File: config.mk
export PLATFORM = sky130hd
export DESIGN_NAME = intersection_scheduler
export DESIGN_NICKNAME = d
export VERILOG_FILES = /design/src/rtl/traffic_pkg.sv /design/src/rtl/tick_gen.sv /design/src/rtl/intersection_scheduler.sv
export SDC_FILE = /design/constraint.sdc
export NUM_CORES = 1
export LEC_CHECK = 0
export BUFFER_PORTS_ARGS = -buffer_cell sky130_fd_sc_hd__buf_2
export CORE_MARGIN = 1
export CORE_UTILIZATION = 30
export DETAILED_ROUTE_END_ITERATION = 10
export PLACE_DENSITY = 0.56
export SLEW_MARGIN = 25
export SYNTH_ARGS = -nofsm -noshare
export SYNTH_HDL_FRONTEND = slang
export SYNTH_HIERARCHICAL = 1
export SYNTH_SLANG_ARGS = --single-unit
File: constraint.sdc
create_clock -name clk -period 4.3 [get_ports clk]
set_input_delay 0.86 -clock clk [delete_from_list [all_inputs] [get_ports clk]]
set_output_delay 0.86 -clock clk [all_outputs]
set_load 0.005 [all_outputs]
File: src/rtl/traffic_pkg.sv
// Shared types for the traffic light controllers: sequencer states, approach
// direction and {red,yellow,green} lamp patterns.
package traffic_pkg;

   typedef enum logic [2:0] {
      NS_G  = 3'd0,
      NS_Y  = 3'd1,
      AR_NS = 3'd2,
      EW_G  = 3'd3,
      EW_Y  = 3'd4,
      AR_EW = 3'd5,
      WALK  = 3'd6
   } state_e;

   typedef enum logic {
      DIR_NS = 1'b0,
      DIR_EW = 1'b1
   } dir_e;

   localparam int unsigned RYG_W = 3;

   localparam logic [RYG_W-1:0] RYG_RED = 3'b100;
   localparam logic [RYG_W-1:0] RYG_YEL = 3'b010;
   localparam logic [RYG_W-1:0] RYG_GRN = 3'b001;

endpackage

File: src/rtl/tick_gen.sv
// Divides clk down to a one-cycle tick pulse every TICK_DIV cycles.
module tick_gen #(
   parameter int unsigned TICK_DIV = 100_000_000
) (
   input  logic clk,
   input  logic rst_n,
   output logic tick
);

   localparam int unsigned CNT_W = $clog2(TICK_DIV);

   if (TICK_DIV < 2) begin : g_bad_div
      $error("tick_gen: TICK_DIV must be at least 2");
   end

   logic [CNT_W-1:0] cnt_q;
   logic [CNT_W-1:0] cnt_d;

   always_comb begin
      cnt_d = cnt_q + CNT_W'(1);
      if (cnt_q == CNT_W'(TICK_DIV - 1)) begin
         cnt_d = '0;
      end
   end

   // tick is a flop that mirrors (cnt_q == TICK_DIV-1) exactly.
   always_ff @(posedge clk or negedge rst_n) begin
      if (!rst_n) begin
         cnt_q <= '0;
         tick  <= 1'b0;
      end else begin
         cnt_q <= cnt_d;
         tick  <= (cnt_d == CNT_W'(TICK_DIV - 1));
      end
   end

endmodule

File: src/rtl/intersection_scheduler.sv
// Two-approach intersection sequencer: NS/EW greens, yellows, all-red
// clearance and a pedestrian walk phase, all timed in ticks.
module intersection_scheduler
   import traffic_pkg::*;
#(
   parameter int unsigned TICK_DIV = 100_000_000,
   parameter int unsigned GREEN_S  = 5,
   parameter int unsigned YELLOW_S = 3,
   parameter int unsigned ALLRED_S = 1,
   parameter int unsigned WALK_S   = 4
) (
   input  logic clk,
   input  logic rst_n,
   input  logic ped_req,
   input  logic ew_car,
   output logic ns_red,
   output logic ns_yellow,
   output logic ns_green,
   output logic ew_red,
   output logic ew_yellow,
   output logic ew_green,
   output logic walk_light,
   output logic ped_wait
);

   localparam int unsigned SEC_W = 4;

   if (GREEN_S < 1 || GREEN_S > 15 || YELLOW_S < 1 || YELLOW_S > 15 ||
       ALLRED_S < 1 || ALLRED_S > 15 || WALK_S < 1 || WALK_S > 15) begin : g_bad_len
      $error("intersection_scheduler: phase lengths must be in 1..15");
   end

   logic             tick;
   state_e           state_q, state_d;
   logic [SEC_W-1:0] sec_q, sec_d;
   logic [SEC_W-1:0] last_sec_c;
   logic             illegal_c;
   dir_e             dir_q, dir_d;
   logic             ped_q, ped_d;
   logic [RYG_W-1:0] ns_ryg_c, ew_ryg_c;
   logic             walk_c;

   tick_gen #(
      .TICK_DIV (TICK_DIV)
   ) u_tick_gen (
      .clk   (clk),
      .rst_n (rst_n),
      .tick  (tick)
   );

   // Final sec_count value of the current state.
   always_comb begin
      last_sec_c = '0;
      illegal_c  = 1'b0;
      case (state_q)
         NS_G, EW_G:   last_sec_c = SEC_W'(GREEN_S - 1);
         NS_Y, EW_Y:   last_sec_c = SEC_W'(YELLOW_S - 1);
         AR_NS, AR_EW: last_sec_c = SEC_W'(ALLRED_S - 1);
         WALK:         last_sec_c = SEC_W'(WALK_S - 1);
         default:      illegal_c  = 1'b1;
      endcase
   end

   always_comb begin
      state_d = state_q;
      sec_d   = sec_q;
      dir_d   = dir_q;
      ped_d   = ped_q | ped_req;

      if (tick) begin
         if (sec_q != last_sec_c) begin
            sec_d = sec_q + SEC_W'(1);
         end else begin
            sec_d = '0;
            case (state_q)
               // NS rests in green (sec held) until EW traffic or a pedestrian.
               NS_G: begin
                  if (ew_car || ped_q) state_d = NS_Y;
                  else                 sec_d   = sec_q;
               end
               NS_Y: begin
                  state_d = AR_NS;
                  dir_d   = DIR_EW;
               end
               AR_NS:   state_d = ped_q ? WALK : EW_G;
               EW_G:    state_d = EW_Y;
               EW_Y: begin
                  state_d = AR_EW;
                  dir_d   = DIR_NS;
               end
               AR_EW:   state_d = ped_q ? WALK : NS_G;
               WALK:    state_d = (dir_q == DIR_NS) ? NS_G : EW_G;
               default: state_d = AR_EW;
            endcase
         end
      end

      if (illegal_c) begin
         state_d = AR_EW;
         sec_d   = '0;
      end

      // Entering WALK serves the request; a new request in that cycle survives.
      if (state_d == WALK && state_q != WALK) begin
         ped_d = ped_req;
      end
   end

   always_ff @(posedge clk or negedge rst_n) begin
      if (!rst_n) begin
         state_q <= AR_EW;
         sec_q   <= '0;
         dir_q   <= DIR_NS;
         ped_q   <= 1'b0;
      end else begin
         state_q <= state_d;
         sec_q   <= sec_d;
         dir_q   <= dir_d;
         ped_q   <= ped_d;
      end
   end

   always_comb begin
      ns_ryg_c = RYG_RED;
      ew_ryg_c = RYG_RED;
      walk_c   = 1'b0;
      case (state_q)
         NS_G:    ns_ryg_c = RYG_GRN;
         NS_Y:    ns_ryg_c = RYG_YEL;
         EW_G:    ew_ryg_c = RYG_GRN;
         EW_Y:    ew_ryg_c = RYG_YEL;
         WALK:    walk_c   = 1'b1;
         default: ;
      endcase
   end

   always_ff @(posedge clk or negedge rst_n) begin
      if (!rst_n) begin
         {ns_red, ns_yellow, ns_green} <= RYG_RED;
         {ew_red, ew_yellow, ew_green} <= RYG_RED;
         walk_light                    <= 1'b0;
         ped_wait                      <= 1'b0;
      end else begin
         {ns_red, ns_yellow, ns_green} <= ns_ryg_c;
         {ew_red, ew_yellow, ew_green} <= ew_ryg_c;
         walk_light                    <= walk_c;
         ped_wait                      <= ped_q;
      end
   end

endmodule
Word-level counts from Yosys, hierarchy flattened:

Cells that the tools add are included.

* register bits: 45
* word-level logic and storage cells: 60
* bits of input ports: 4
* output and inout bits: 8

* equal/unequal tests: 13
* reductions and logical operators: 9
* bitwise logic cells: 2
* mux-type cells: 20
* add/subtract/negate cells: 2

Operators by type and width (count)
* $eq A27 B27 Y1 const B: 2
* $add A27 B1 Y27 const B: 1
* $mux W27: 1
* $mux W4: 5
* $mux W3: 6
* $pmux W3 S6: 1
* $eq A3 B3 Y1 const B: 4
* $pmux W3 S2: 2
* $pmux W3 S3: 1
* $reduce_or A7 Y1: 1
* $eq A3 B2 Y1 const B: 2
* $add A4 B1 Y4 const B: 1
* $ne A4 B4 Y1: 1
* $ne A4 B4 Y1 const B: 1
* $reduce_or A2 Y1: 2
* $eq A3 B1 Y1 const B: 1
* $logic_not A3 Y1: 1
* $ne A3 B3 Y1 const B: 1
* $reduce_and A3 Y1: 1
* $mux W1: 2
* $mux W2: 1
* $ne A2 B1 Y1 const B: 1
* $pmux W1 S2: 1
* $reduce_and A2 Y1: 1
* other kinds (5): 5

Logic depth before layout (Yosys ltp):

* word-level depth: 10
* gate-level depth with buffers: 8
* mapped depth without buffers: 7

By module:

Netlist, hierarchy kept.

Modules (own cells, without submodules)
* tick_gen: seq. area each 700.7 sq um, instances 1, area an instance 1669.1 sq um, cells each 182
* intersection_scheduler: seq. area each 430.4 sq um, instances 1, area an instance 889.6 sq um, cells each 92

Worst setup path before layout:

OpenSTA, ideal clock, no wires.

* path type: reg-to-reg
* start point: register u_tick_gen.cnt_q[0]
* end point: register u_tick_gen.tick
* period minus slack after synthesis: 2245 ps
* slack: 2055 ps
* stages on the path, launching flop included: 9
* arrival time: 2133 ps
* library setup time: 111 ps
* required time: 4189 ps
* path buffers: 1
* cell sequence: dfrtp_1 ha_1 and3_1 clkbuf_1 nand2_2 nor3_4 xnor2_1 or4b_1 a2111oi_2

* word-level cells in the longest chain between the ends: 3
* elaborated cells on any way between the ends: 4
* classes of those cells: add/sub: 1; eq/ne: 2; mux: 1

RTL lines
* from (decl): line tick_gen.sv:16 `logic [CNT_W-1:0] cnt_q;`
* from (signal assigned): line tick_gen.sv:32 `cnt_q <= cnt_d;`
* $add A27 B1 Y27 / $eq A27 B27 Y1 (equally long branches): line tick_gen.sv:20, tick_gen.sv:21
* $mux W27 *: line tick_gen.sv:21 `if (cnt_q == CNT_W'(TICK_DIV - 1)) begin`
* $eq A27 B27 Y1 *: line tick_gen.sv:33 `tick <= (cnt_d == CNT_W'(TICK_DIV - 1));`
* to (signal assigned): line tick_gen.sv:33
* to (decl): line tick_gen.sv:7 `output logic tick`

Mark *: on every way between the ends. The rest lies on a longest branch, timed or not.
A chain may end at the register's enable or synchronous reset.

Worst setup path after layout:

* start point: register u_tick_gen.cnt_q[0]
* end point: register u_tick_gen.tick

* word-level cells in the longest chain between the ends: 3
* elaborated cells on any way between the ends: 4
* classes of those cells: add/sub: 1; eq/ne: 2; mux: 1

RTL lines
* $add A27 B1 Y27 / $eq A27 B27 Y1 (equally long branches): line tick_gen.sv:20, tick_gen.sv:21
* $mux W27 *: line tick_gen.sv:21
* via u_tick_gen.cnt_d[13]: line tick_gen.sv:17 `logic [CNT_W-1:0] cnt_d;`
* $eq A27 B27 Y1 *: line tick_gen.sv:33

Mark *: on every way through the listed nets, which the timed path passes. The rest lies on a longest branch.

==> impl_metrics.tcl <==
set metrics [dict create \
    outcome "completed" \
    hold_path_class "flip-flop to flip-flop" \
    cts_resized 0 \
    postSynthAreaPerCell_um2 9.34 \
    synth_ff_type "dfrtp_1" \
    die_h_um 94.4 \
    crit_family "simple AND/OR/NAND/NOR gates" \
    final_hold_viol_count 0 \
    stdcell_area_mm2 0.00284 \
    drtIter0Drc 116 \
    drtPass1Iterations 5 \
    cpMaxStageDelayCell "or4b_1" \
    diodes 0 \
    grt_pass1_vias 1945 \
    area_delta_synth_final_pct 10.8 \
    worstSetupStartpointType "flip-flop" \
    slew_viol_final 0 \
    initial_core_util_pct 31.1 \
    fillers 830 \
    layout_top_registers "u_tick_gen/cnt_q: 27 flops, sec_q: 4 flops, state_q: 3 flops" \
    numPortBuffers 11 \
    finalCritPeriodShare_pct 61.4 \
    drt-total-wl_um 5570 \
    overflow 0 \
    leakage_uw 0.00114 \
    path_buf_inv 1 \
    cts_tree "done" \
    cts_root_buf "clkbuf_8" \
    setup_violations 0 \
    fmax_mhz 379 \
    synth_cell_types 60 \
    cts.path.max_buffers 2 \
    maxCapViolCount 0 \
    clock_skew_ns 0.00506 \
    cts_inserted_buffers 5 \
    path_clk_slew_ns 0.09 \
    largest_reg_flops 27 \
    die_w_um 94.4 \
    fin_nets 287 \
    ir_drop_uv 163 \
    crit_chain "ha_1, and3_1, nand2_2, nor3_1, buf_4, nor2_1, or4b_1, a2111oi_2" \
    grt_pass1_wl_um 9530 \
    boundaryPins 12 \
    hold-worst-slack_ns 0.457 \
    synth.cell_area_mm2 0.00256 \
    htreeDepth 2 \
    antenna_found_initial 0 \
    cts_sinks 45 \
    worstMarginPinSlew_ns 0.643 \
    wire_per_inst_um 14.4 \
    synth-edff-count 0 \
    crit_required_ns 4.48 \
    core_area_mm2 0.00822 \
    drc 0 \
    maxSlewHeadroom_pct 56.7 \
    place_hpwl_um 3890 \
    largest_register "u_tick_gen/cnt_q" \
    synth-seq-area-share_pct 44.2 \
    yosysWarnings 6 \
    end_kind "flip-flop" \
    post_dp_cell_area_mm2 0.00270 \
    rsz0062_at_grt "no" \
    path_max_fanout 12 \
    grt_max_degree 46 \
    final_layout_size_suffix_gt1_share_pct 13.5 \
    synth.ff_latch_count 45 \
    syn-num-nets 280 \
    vias_per_cell 5.37 \
    postCtsSetupBuffers 0 \
    ctsHoldBuffers 0 \
    final.setup.tns_ns 0 \
    ant_nets 0 \
    synthesis.instances 274 \
    post-route-min-period_ns 2.64 \
    async_flop_share_pct 100 \
    arrival_ns 2.82 \
    max_stage_delay_ns 0.48 \
    num_rows 33 \
    die-area_mm2 0.00890 \
    clkLatencyLatePin_ns 0.30 \
    pwr_density_cell_mw_per_mm2 288 \
    gp_congestion 0.935 \
    worstSetupPathType "flip-flop to flip-flop" \
    vias 2077 \
    grt_usage_pct 13.8 \
]
==> layout by cell type (no fill, tap or decap), types with 3 or more instances in the layout <==
| master | Yosys | routed |
|---|---|---|
| a21oi_1 | 9 | 9 |
| and3_1 | 3 | 3 |
| buf_2 | 6 | 10 |
| clkbuf_8 | 0 | 5 |
| dfrtp_1 | 41 | 41 |
| dfstp_2 | 4 | 4 |
| inv_1 | 7 | 7 |
| nand2_1 | 27 | 27 |
| nand2b_1 | 3 | 3 |
| nand3_1 | 11 | 11 |
| nand4_1 | 10 | 10 |
| nand4b_1 | 4 | 4 |
| nor2_1 | 33 | 33 |
| nor2b_1 | 5 | 5 |
| nor3_1 | 8 | 8 |
| nor4_1 | 6 | 6 |
| o21ai_0 | 15 | 15 |
| o31ai_1 | 6 | 6 |
| or4_1 | 4 | 4 |
| xnor2_1 | 13 | 13 |
| xor2_1 | 9 | 9 |
==> cell families (layout without fill, tap and decap cells) <==
logic type	count (synthesis)	in the layout	share of synthesized area [%]
xor+xnor	22	22	7.53
mux	2	2	0.782
flops	45	45	44.2
compound gates	49	49	13.5
buf+inv	19	27	3.28
simple gates	135	135	29.7
fa+ha+maj	2	2	0.978
==> layout make-up <==
type | instances | area (µm²) | share of cell area [%]
multi-input combinational | 210 | 1340 | 47.4
sequential | 45 | 1130 | 39.9
tap | 105 | 131 | 4.63
clock buffer | 5 | 68.8 | 2.43
clock inverter | 3 | 68.8 | 2.43
timing repair buffer | 12 | 65.1 | 2.29
inverter | 7 | 26.3 | 0.927
==> metal layers <==
metal	up-vias	global-route usage [%]	wire length, µm
met2	61	22.3	2600
li1	999	-	-
met4	0	2.44	44
met5	-	0	0
met3	6	3.62	284
met1	1011	18.6	2650
==> per-stage QoR <==
step / std cells / worst slack [ns] / utilization (%) / power [µW]
floorplan: 274 / 2.06 / - / 432
global placement: 379 / 1.77 / 32.8 / 441
detailed placement: 379 / 1.73 / 32.8 / 441
CTS: 387 / 1.66 / 34.5 / 835
global route: 387 / 1.49 / 34.5 / 856
finish: 387 / 1.66 / 34.5 / 817
==> cells in the mapped netlist, types with 7 or more instances <==
cell type / number / area share, %
xnor2_1: 13 / 4.4
o21ai_0: 15 / 2.9
a21oi_1: 9 / 1.8
nor2_1: 33 / 4.8
nand3_1: 11 / 2.2
dfrtp_1: 41 / 40
nand4_1: 10 / 2.4
inv_1: 7 / 1.0
nor3_1: 8 / 1.6
nand2_1: 27 / 4.0
xor2_1: 9 / 3.1
==> path summary, 6_finish.rpt <==
kind | cells after the start | endpoint | startpoint | slack [ns]
max | 8 | u_tick_gen/tick | u_tick_gen/cnt_q[0] | 1.66
min | 0 | ped_wait | ped_q | 0.46
max in group asynchronous | 1 | u_tick_gen/cnt_q[17] | rst_n | 3.36
min in group asynchronous | 1 | ped_q | rst_n | 0.55
min reg2reg | 0 | ped_wait | ped_q | 0.46
max reg2reg | 8 | u_tick_gen/tick | u_tick_gen/cnt_q[0] | 1.66
==> power by group <==
group	switching (µW)	internal (µW)
Sequential	0	423
Combinational	8.14	1.35
Clock	151	234
Total	159	658
No activity file was read; power rests on OpenSTA's default activity.
